File: src/rtl/sha1_pkg.sv
// sha1_pkg: shared SHA1 memory-interface constants, FSM states and byte-order helper
package sha1_pkg;
  localparam logic [1:0] STATE_COMPUTE = 2'b10;
  localparam int SHA1_DIGEST_W = 160;
  localparam int SHA1_WORDS = 5;
  typedef enum logic [1:0] {IDLE, WRITE, DONE} wr_state_t;
  function automatic logic [31:0] change_endian(input logic [31:0] w);
    return {w[7:0], w[15:8], w[23:16], w[31:24]};
  endfunction
endpackage

File: src/rtl/sha1_digest_shift.sv
// sha1_digest_shift: digest holding register, shifts left one word at a time so Hk sits in the top 32 bits
module sha1_digest_shift
  import sha1_pkg::*;
(
  input  logic                     clk,
  input  logic                     reset_n,
  input  logic                     load,
  input  logic                     shift,
  input  logic [SHA1_DIGEST_W-1:0] d,
  output logic [SHA1_DIGEST_W-1:0] q
);
  always_ff @(posedge clk or negedge reset_n)
    if (!reset_n) q <= '0;
    else if (load) q <= d;
    else if (shift) q <= {q[SHA1_DIGEST_W-33:0], 32'h0};
endmodule

File: src/rtl/sha1_write_to_mem.sv
// sha1_write_to_mem: writes the finished SHA1 digest as five little-endian words to RAM port B
module sha1_write_to_mem
  import sha1_pkg::*;
#(
  parameter int NUM_WORDS = SHA1_WORDS,
  parameter int ADDR_W    = 16,
  parameter int ADDR_STEP = 4
) (
  input  logic                     clk,
  input  logic                     reset_n,
  input  logic [1:0]               state,
  input  logic                     finish,
  input  logic [SHA1_DIGEST_W-1:0] hash,
  input  logic [ADDR_W-1:0]        output_addr,
  output logic                     port_B_clk,
  output logic [ADDR_W-1:0]        port_B_addr,
  output logic                     port_B_we,
  output logic [31:0]              port_B_data_in,
  output logic                     busy,
  output logic                     done
);
  localparam logic [2:0] LAST = 3'(NUM_WORDS - 1);
  localparam logic [ADDR_W-1:0] STEP = ADDR_W'(ADDR_STEP);
  wr_state_t fsm, fsm_nx;
  logic [2:0] cnt, cnt_nx;
  logic [ADDR_W-1:0] addr_nx;
  logic [31:0] data_nx;
  logic we_nx, busy_nx, done_nx, load, shift;
  logic [SHA1_DIGEST_W-1:0] q;
  assign port_B_clk = clk;
  // H0 goes straight to the data register at capture, so only H1..H4 are held
  sha1_digest_shift u_shift (
    .clk(clk), .reset_n(reset_n), .load(load), .shift(shift),
    .d({hash[SHA1_DIGEST_W-33:0], 32'h0}), .q(q)
  );
  always_ff @(posedge clk or negedge reset_n)
    if (!reset_n) begin
      fsm <= IDLE;
      cnt <= '0;
      port_B_addr <= '0;
      port_B_data_in <= '0;
      port_B_we <= 1'b0;
      busy <= 1'b0;
      done <= 1'b0;
    end else begin
      fsm <= fsm_nx;
      cnt <= cnt_nx;
      port_B_addr <= addr_nx;
      port_B_data_in <= data_nx;
      port_B_we <= we_nx;
      busy <= busy_nx;
      done <= done_nx;
    end
  always_comb begin
    fsm_nx = fsm;
    cnt_nx = cnt;
    addr_nx = port_B_addr;
    data_nx = port_B_data_in;
    we_nx = port_B_we;
    busy_nx = busy;
    done_nx = done;
    load = 1'b0;
    shift = 1'b0;
    if (state != STATE_COMPUTE) begin
      fsm_nx = IDLE;
      cnt_nx = '0;
      we_nx = 1'b0;
      busy_nx = 1'b0;
      done_nx = 1'b0;
    end else begin
      case (fsm)
        IDLE: if (finish) begin
          fsm_nx = WRITE;
          load = 1'b1;
          cnt_nx = '0;
          addr_nx = output_addr & ~ADDR_W'(3);
          data_nx = change_endian(hash[SHA1_DIGEST_W-1 -: 32]);
          we_nx = 1'b1;
          busy_nx = 1'b1;
        end
        WRITE: if (cnt == LAST) begin
          fsm_nx = DONE;
          cnt_nx = '0;
          we_nx = 1'b0;
          busy_nx = 1'b0;
          done_nx = 1'b1;
        end else begin
          shift = 1'b1;
          cnt_nx = cnt + 3'd1;
          addr_nx = port_B_addr + STEP;
          data_nx = change_endian(q[SHA1_DIGEST_W-1 -: 32]);
        end
        DONE: ;
        default: fsm_nx = IDLE;
      endcase
    end
  end
endmodule

File: config.mk
export PLATFORM = sky130hd
export DESIGN_NAME = sha1_write_to_mem
export DESIGN_NICKNAME = d
export VERILOG_FILES = /design/src/rtl/sha1_pkg.sv /design/src/rtl/sha1_digest_shift.sv /design/src/rtl/sha1_write_to_mem.sv
export SDC_FILE = /design/constraint.sdc
export NUM_CORES = 1
export LEC_CHECK = 0
export BUFFER_PORTS_ARGS = -buffer_cell sky130_fd_sc_hd__buf_2
export CORE_ASPECT_RATIO = 1.2
export CORE_MARGIN = 1.5
export CORE_UTILIZATION = 55
export DETAILED_ROUTE_END_ITERATION = 10
export PLACE_DENSITY_LB_ADDON = 0.05
export SLEW_MARGIN = 20
export SYNTH_ARGS = -nofsm -noshare
export SYNTH_HDL_FRONTEND = slang
export SYNTH_SLANG_ARGS = --single-unit
File: constraint.sdc
create_clock -name clk -period 3.6 [get_ports clk]
set_input_delay 0.36 -clock clk [delete_from_list [all_inputs] [get_ports clk]]
set_output_delay 0.36 -clock clk [all_outputs]
set_load 0.005 [all_outputs]
==> flow_metrics.tcl, run 1 <==
set metrics [dict create \
    cap_viol_max_count 0 \
    grt_max_degree 135 \
    drc 0 \
    antenna_found_initial 2 \
    grt_pass1_wl_mm 33.5 \
    die-area_um2 14700 \
    whs_ns 0.0212 \
    nFillCells 1072 \
    drt_iter0_drc 1102 \
    finalHoldViolations 0 \
    hold_end "u_shift.q[150]" \
    crit_type "clock port to output pin" \
    cts.clk_slew.worst_paths_ns 0.06 \
    ir_worst_vdd_uv 397 \
    first_pass_iters 10 \
    power.density_nw_per_um2 600 \
    maxSlewViolCount 0 \
    finalSetupTns_ns 0 \
    io_buffers 228 \
    rsz0062_at_grt "no" \
    post-cts-setup-buffers 0 \
    rr_worst_depth 6 \
    syn_inst 712 \
    avgSynthCellArea_um2 10.8 \
    crit_required_ns 3.24 \
    synth_area_leaders "dfrtp_1 (59%), a222oi_1 (12%), inv_1 (5.0%), a22o_1 (3.7%), nand2_1 (3.7%)" \
    gp_congestion 0.827 \
    hold_class "input pin to flip-flop" \
    worst_pin_slew_ns 0.835 \
    ys_warn_count 0 \
    worstPathArrival_ns 2.16 \
    tritoncts "done" \
    placementRows 47 \
    ys.flop_type "dfrtp_1" \
    grt_pass1_vias 6591 \
    r2r-end "port_B_data_in[9]" \
    hp-start "hash[118]" \
    layout-drive-gt1-share_pct 30.3 \
    slowest_stage "clkbuf_16" \
    crit_path_max_incr_delay_ns 0.13 \
    drt_wl_total_mm 20.5 \
    ctsResizeCount 0 \
    power_leakage_nw 4.93 \
    pin_count 233 \
    ys_ff_latch 181 \
    clock_latency_ns 0.54 \
    relSlewSlack_pct 44.4 \
    yosysUniqueCellTypes 44 \
    vias 6649 \
    cp-start-kind "clock port" \
    initial_utilization_pct 56.0 \
    die_w_um 111 \
    ys_seq_area_share_pct 58.7 \
    finalCoreUtilization_pct 69.8 \
    yosys.area.top_type "dfrtp_1" \
    setup_viol 0 \
    hold_depth 3 \
    track_usage_pct 28.8 \
    wl_per_cell_um 18.8 \
    dp_hpwl_mm 13.9 \
    area_delta_synth_final_pct 24.7 \
    die_y_um 133 \
    clock_skew_ns 0.00741 \
    final_cells 1093 \
    cp_max_fo 2 \
    yosys.area.top_type_share_pct 58.7 \
    status "complete, no violations" \
    synth_edf_count 0 \
    fp.coreArea_um2 13800 \
    placed_cells 1058 \
    via_per_inst 6.08 \
    rr_startpoint "fsm[1]" \
    cp_cell_sequence "clkbuf_16 > clkbuf_16 > buf_2" \
    antenna_left 0 \
    fin_nets 1094 \
    rrSetupSlack_ns 1.25 \
    cpMostUsedCell "clkbuf_16" \
    async_flop_share_pct 100 \
    overflow 0 \
    crit_path_end_kind "output pin" \
    synth_area_um2 7710 \
]
[registers in the layout, indices dropped and copies added, names as in the netlist]
name,count
busy,1
cnt,3
done,1
fsm,2
port_B_addr,14
port_B_data_in,32
u_shift.q,128
[Yosys cell counts (all sizes together) (2+ instances only)]
master,n
a222oi,96
o21ai,11
inv,103
a22o,33
nand2b,3
dfrtp,181
nand3,5
and4,4
nor4,3
a31oi,33
a211oi,2
nor2,41
nor3b,2
clkbuf,25
nor3,5
buf,38
a21oi,17
nand4,4
o22ai,4
mux2i,2
and2,3
ha,3
o2bb2ai,2
o22a,2
nand2,77
[per-layer routing]
| metal | global-route usage (%) | vias to the layer above | part of all wire, % |
|---|---|---|---|
| met3 | 7.47 | 34 | 8.2 |
| met4 | 11.7 | 0 | 2.6 |
| met1 | 39.5 | 3260 | 42 |
| met5 | 0 | - | 0 |
| met2 | 44.3 | 324 | 47 |
| li1 | - | 3031 | - |
[how the worst max path moves through the flow]
stage | to | slack, ns | start | cells past startpoint
after floorplan | port_B_clk | 1.33 | clk | 1
after detailed placement | port_B_data_in[9] | 1.25 | fsm[1] | 6
after global placement | port_B_clk | 1.34 | clk | 1
after CTS | port_B_clk | 1.07 | clk | 3
final | port_B_clk | 1.08 | clk | 3
after global routing | port_B_clk | 1.07 | clk | 3
[where the power goes]
part | switching, mW | internal [mW] | leakage (nW)
clock network | 0.772 | 1.37 | 0.348
logic | 0.427 | 0.475 | 2.37
registers | 0.290 | 2.43 | 2.21
total | 1.49 | 4.28 | 4.93
[logic make-up after synthesis]
logic type	Yosys count	synth area share, %
mux	3	0.406
other cells	1	0.0486
simple gates	152	8.80
fa+ha+maj	3	0.487
flops	181	58.7
compound gates	206	22.4
buf+inv	166	9.10
[cells in the final DEF, fill, tap and decap left out, types with 2 or more instances in the layout]
master | Yosys | routed
o2bb2ai_1 | 2 | 2
mux2i_1 | 2 | 2
buf_12 | 0 | 3
buf_2 | 27 | 227
nand2b_1 | 3 | 2
bufinv_16 | 0 | 4
nor2_1 | 41 | 41
o22a_1 | 2 | 2
nand3_1 | 5 | 5
inv_1 | 102 | 102
buf_4 | 6 | 6
nor3_1 | 5 | 4
clkinv_2 | 0 | 3
a31oi_1 | 33 | 33
o22ai_1 | 4 | 4
clkbuf_16 | 0 | 20
a211oi_1 | 2 | 2
conb_1 | 1 | 2
a22o_1 | 33 | 33
nand4_1 | 4 | 4
ha_1 | 3 | 3
clkinvlp_4 | 0 | 2
a21oi_1 | 17 | 17
nand2_1 | 77 | 77
and4_1 | 4 | 4
a222oi_1 | 96 | 96
and2_1 | 3 | 3
dfrtp_1 | 181 | 181
clkbuf_8 | 0 | 5
nor4_1 | 2 | 2
o21ai_0 | 11 | 11
[worst max-delay path: cells and delay by family]
family / cells / cell delay, ns
buffers and inverters: 3 / 0.36
[per-stage QoR]
step | cell area (um2) | power (mW) | worst slack [ns]
3_3_place_gp | 8890 | 3.60 | 1.34
5_1_grt | 9610 | 6.05 | 1.07
6_report | 9610 | 5.77 | 1.08
2_1_floorplan | 7710 | 3.23 | 1.33
4_1_cts | 9610 | 5.81 | 1.07
3_5_place_dp | 8890 | 3.67 | 1.25
[final cells by class]
type                            count  area (um2)  share of cell area [%]
Sequential cell                   181        4530                    47.1
Multi-Input combinational cell    366        2510                    26.1
Timing Repair Buffer              237        1260                    13.1
Clock buffer                       25         561                    5.83
Inverter                          103         387                    4.02
Tap cell                          171         214                    2.23
Clock inverter                      9         150                    1.56
Antenna cell                        1        2.50                  0.0260
[repair_timing]
item,CTS,global route
endpoints found under the hold margin,101,0
setup endpoints to repair,0,0
hold buffers,1,0
No activity file was read; power rests on OpenSTA's default activity.
==> run 2: changes to the inputs <==
CORE_UTILIZATION = 47   (was 55)
clock period = 2.25 ns   (was 3.6 ns; I/O delays follow)
==> run 2 against run 1 <==
Compared with the run above: flip-flop and latch count did not move; non-clock buffer count rose by 176; the run now ends with design-rule violations left; final cell count rose by 20%; wire length rose by 14%.
==> flow_metrics.tcl, run 2 (synthesis results as in run 1) <==
set metrics [dict create \
    status "finished, violations left" \
    violations "design-rule violations" \
    finalHoldViolations 0 \
    io_buffers 228 \
    p_int_mw 6.78 \
    layout_setup_ws_ns 0.271 \
    wl_per_cell_um 17.9 \
    clock_latency_ns 0.54 \
    p_comb_share_pct 18.4 \
    worst_pin_slew_ns 0.637 \
    worstPathArrival_ns 2.38 \
    crit_type "flip-flop to flip-flop" \
    track_usage_pct 27.6 \
    power_frac_clock_pct 34.5 \
    grt_pass1_wl_mm 36.8 \
    cp_cell_sequence "buf_4 > nand2b_2 > o221ai_4 > inv_2 > buf_4 > nor2_1 > a31oi_1" \
    crit_required_ns 2.66 \
    largest-register "u_shift.q" \
    cp_max_fo 20 \
    cpMostUsedCell "buf_4" \
    post-place-ws_ns 0.302 \
    gp_congestion 0.829 \
    area_delta_synth_final_pct 47.9 \
    top_regs "u_shift.q x128, port_B_data_in x32, port_B_addr x14" \
    initial_utilization_pct 47.8 \
    post-cts-setup-buffers 0 \
    antenna_left 0 \
    die-area_um2 17200 \
    fp.coreArea_um2 16100 \
    final_common_cell "buf_2" \
    ir_worst_vdd_uv 587 \
    seq_power_share_pct 47.0 \
    grt_max_degree 102 \
    placed_cells 1108 \
    layout-drive-gt1-share_pct 26.3 \
    antenna_found_initial 1 \
    period_needed_ns 1.98 \
    cap_viol_max_count 0 \
    setup_viol 0 \
    clock_skew_ns 0.0144 \
    power.density_nw_per_um2 816 \
    final_cells 1310 \
    finalSetupTns_ns 0 \
    grt_pass1_vias 7193 \
    crit_family "buffers and inverters" \
    drt_wl_total_mm 23.4 \
    cp-start-kind "flip-flop" \
    slowest_stage "dfrtp_1" \
    cts.clk_slew.worst_paths_ns 0.07 \
    die_w_um 120 \
    pin_count 233 \
    via_per_inst 5.65 \
    overflow 0 \
    hold_class "input pin to flip-flop" \
    p_sw_mw 2.53 \
    fmax_mhz 505 \
    drt_iter0_drc 945 \
    crit_path_end_kind "flip-flop" \
    path_buf_inv 3 \
    die_y_um 143 \
    dp_hpwl_mm 14.8 \
    power_leakage_nw 5.65 \
    placementRows 51 \
    relSlewSlack_pct 57.6 \
    first_pass_iters 11 \
    finalCoreUtilization_pct 70.6 \
    finalCritPeriodShare_pct 88.0 \
    switching_share_pct 27.2 \
    whs_ns 0.0290 \
    tritoncts "done" \
    largest_reg_flops 128 \
    vias 7408 \
    final_cell_mix "buf_2 (227), dfrtp_1 (181), dlygate4sd3_1 (168)" \
    rsz0062_at_grt "no" \
    maxSlewViolCount 0 \
    fin_nets 1270 \
    drc 15 \
    crit_path_max_incr_delay_ns 0.41 \
]
run 2: cell types whose count changed in the layout (fill, tap and decap cells not counted):
cell	delta
buf_4	+5
inv_6	+1
clkbuf_8	-2
clkinv_2	-2
dlygate4sd3_1	+167
buf_12	+4
clkinvlp_4	+3
bufinv_16	-2
clkinv_4	+2
run 2: layer usage:
metal,part of all wire [%],vias up,routed length [um],track usage [%]
li1,-,3381,-,-
met1,42,3655,9950,36.5
met2,50,340,11700,45.0
met3,5.8,32,1350,5.00
met4,2.0,0,476,11.7
met5,0,-,0,0
run 2: timing repair:
action,in CTS,in global routing
hold buffers,168,0
hold endpoints to repair,237,0
gates resized for setup,0,0
run 2: stage by stage:
stage	instance area, um2	total power, mW
after global routing	11400	9.79
after global placement	9060	5.81
after floorplan	7710	5.17
final	11400	9.31
after CTS	11400	9.33
after detailed placement	9060	5.90
run 2: layout make-up:
class | count | area (um2)
clock buffers | 23 | 533
inverters | 103 | 387
multi-input cells | 366 | 2510
repair buffers | 413 | 3050
diodes | 1 | 2.50
flip-flops and latches | 181 | 4530
well taps | 212 | 265
clock inverters | 11 | 129
fillers | 1196 | 4740
run 2: power by group through the flow:
stage               Combinational [mW]  Clock (mW)  Sequential [mW]
finish                            1.72        3.21             4.38
global route                      1.91        3.43             4.45
CTS                               1.70        3.27             4.36
detailed placement                1.46      0.0193             4.42
global placement                  1.41      0.0193             4.38
floorplan                        0.889      0.0288             4.25
run 2: tightest hold or removal path, stage by stage:
cell	delay, ns
buf_2	0.08
o22ai_1	0.07
a21oi_1	0.14
run 2: final timing paths:
path                           startpoint                 end  slack (ns)  depth (start not counted)
max                                fsm[1]  port_B_data_in[11]        0.27                          7
min                        output_addr[5]      port_B_addr[5]        0.03                          3
max reg2reg                        fsm[1]  port_B_data_in[11]        0.27                          7
min reg2reg                          done                done        0.49                          2
max in group asynchronous         reset_n      u_shift.q[125]        1.28                          3
min in group asynchronous         reset_n      port_B_addr[7]        0.26                          2
==> run 3: changes to the inputs <==
==> constraint.sdc (replaced) <==
create_clock -name clk -period 2.25 [get_ports clk]
set_input_delay 0.5625 -clock clk [delete_from_list [all_inputs] [get_ports clk]]
set_output_delay 0.5625 -clock clk [all_outputs]
set_load 0.005 [all_outputs]
==> run 3 against run 2 <==
Compared with the run above: the run ends with negative hold slack left; sequential share of layout area is 6.1 points higher; clock skew is 0.0048 ns lower; first-iteration DRC count is 6.5% lower; worst hold slack worse by 0.031 ns; clock-buffer cell count is 2 lower; critical endpoint is now port_B_clk.
==> flow_metrics.tcl, run 3 (synthesis results as in run 1) <==
set metrics [dict create \
    ctsHoldBuffers 0 \
    violations "negative hold slack" \
    wl_per_cell_um 18.5 \
    die_w_um 120 \
    io_buffers 228 \
    layout_setup_ws_ns 0.204 \
    ctsResizeCount 0 \
    tritoncts "done" \
    track_usage_pct 24.9 \
    post-cts-setup-buffers 0 \
    drt_wl_total_mm 21.3 \
    power_leakage_nw 5.02 \
    crit_type "clock port to output pin" \
    finalSetupTns_ns 0 \
    maxSlewViolCount 0 \
    dp_hpwl_mm 15.0 \
    drc 0 \
    die_y_um 143 \
    layout-drive-gt1-share_pct 31.4 \
    gp_congestion 0.839 \
    overflow 0 \
    first_pass_iters 7 \
    vias 6651 \
    cap_viol_max_count 0 \
    cp-start-kind "clock port" \
    grt_max_degree 90 \
    placed_cells 1111 \
    status "finished, violations left" \
    totalPowerFinal_mw 9.42 \
    placementRows 51 \
    worstPathArrival_ns 1.48 \
    area_delta_synth_final_pct 28.2 \
    pin_count 233 \
    post-place-ws_ns 0.119 \
    postPlaceCellArea_um2 9140 \
    initial_utilization_pct 47.8 \
    largest_reg_flops 128 \
    final_cell_mix "buf_2 (227), dfrtp_1 (181), inv_1 (102)" \
    grt_pass1_vias 6370 \
    power.density_nw_per_um2 953 \
    setup_viol 0 \
    ir_worst_vdd_uv 652 \
    final_common_cell "buf_2" \
    antenna_found_initial 5 \
    finalHoldViolations 2 \
    drt_iter0_drc 884 \
    via_per_inst 5.78 \
    cp_max_fo 2 \
    hold_class "input pin to asynchronous set/reset pin" \
    die-area_um2 17200 \
    design_area_um2 9890 \
    finalCoreUtilization_pct 61.2 \
    whs_ns -0.00176 \
    crit_required_ns 1.69 \
    relSlewSlack_pct 65.7 \
    clock_skew_ns 0.00957 \
    antenna_left 0 \
    rsz0062_at_grt "no" \
    cts.clk_slew.worst_paths_ns 0.07 \
    largest-register "u_shift.q" \
    worst_pin_slew_ns 0.515 \
    grt_pass1_wl_mm 33.2 \
    fin_nets 1105 \
    final_cells 1151 \
    top_regs "u_shift.q x128, port_B_data_in x32, port_B_addr x14" \
    crit_path_end_kind "output pin" \
    fp.coreArea_um2 16100 \
    clock_latency_ns 0.54 \
]
[run 3: cell type report]
cell class | instances | area [um2]
diodes | 5 | 12.5
repair buffers | 248 | 1440
well taps | 212 | 265
inverters | 103 | 387
clock buffers | 21 | 505
flip-flops and latches | 181 | 4530
multi-input cells | 366 | 2510
fillers | 1383 | 6260
clock inverters | 15 | 238
[run 3: worst max-delay path, stage by stage]
cell and delay, ns:
clkbuf_16 0.12, clkbuf_16 0.12, buf_2 0.11
[run 3: path summary, 6_finish.rpt]
kind	endpoint	from	slack, ns	depth (start not counted)
worst min register to register	done	done	0.50	2
worst max-delay path	port_B_clk	clk	0.20	3
min in group clk	u_shift.q[83]	hash[51]	0.23	3
worst max register to register	u_shift.q[85]	fsm[1]	0.26	6
worst min-delay path	fsm[1]	reset_n	-0.002	1
max in group asynchronous	u_shift.q[93]	reset_n	1.63	2
[run 3: layer usage]
| metal | vias up | routed length (um) | GRT usage (%) | share of wire (%) |
|---|---|---|---|---|
| met1 | 3278 | 9190 | 34.0 | 43 |
| met4 | 4 | 359 | 11.2 | 1.7 |
| met5 | - | 23 | 0 | 0.11 |
| met2 | 282 | 10200 | 37.3 | 48 |
| li1 | 3064 | - | - | - |
| met3 | 23 | 1510 | 6.75 | 7.1 |
[run 3: power by group]
part | internal (mW) | total [mW] | leakage, nW | switching [mW]
Sequential | 3.89 | 4.36 | 2.21 | 0.475
Combinational | 0.784 | 1.47 | 2.46 | 0.683
Clock | 2.24 | 3.59 | 0.358 | 1.35
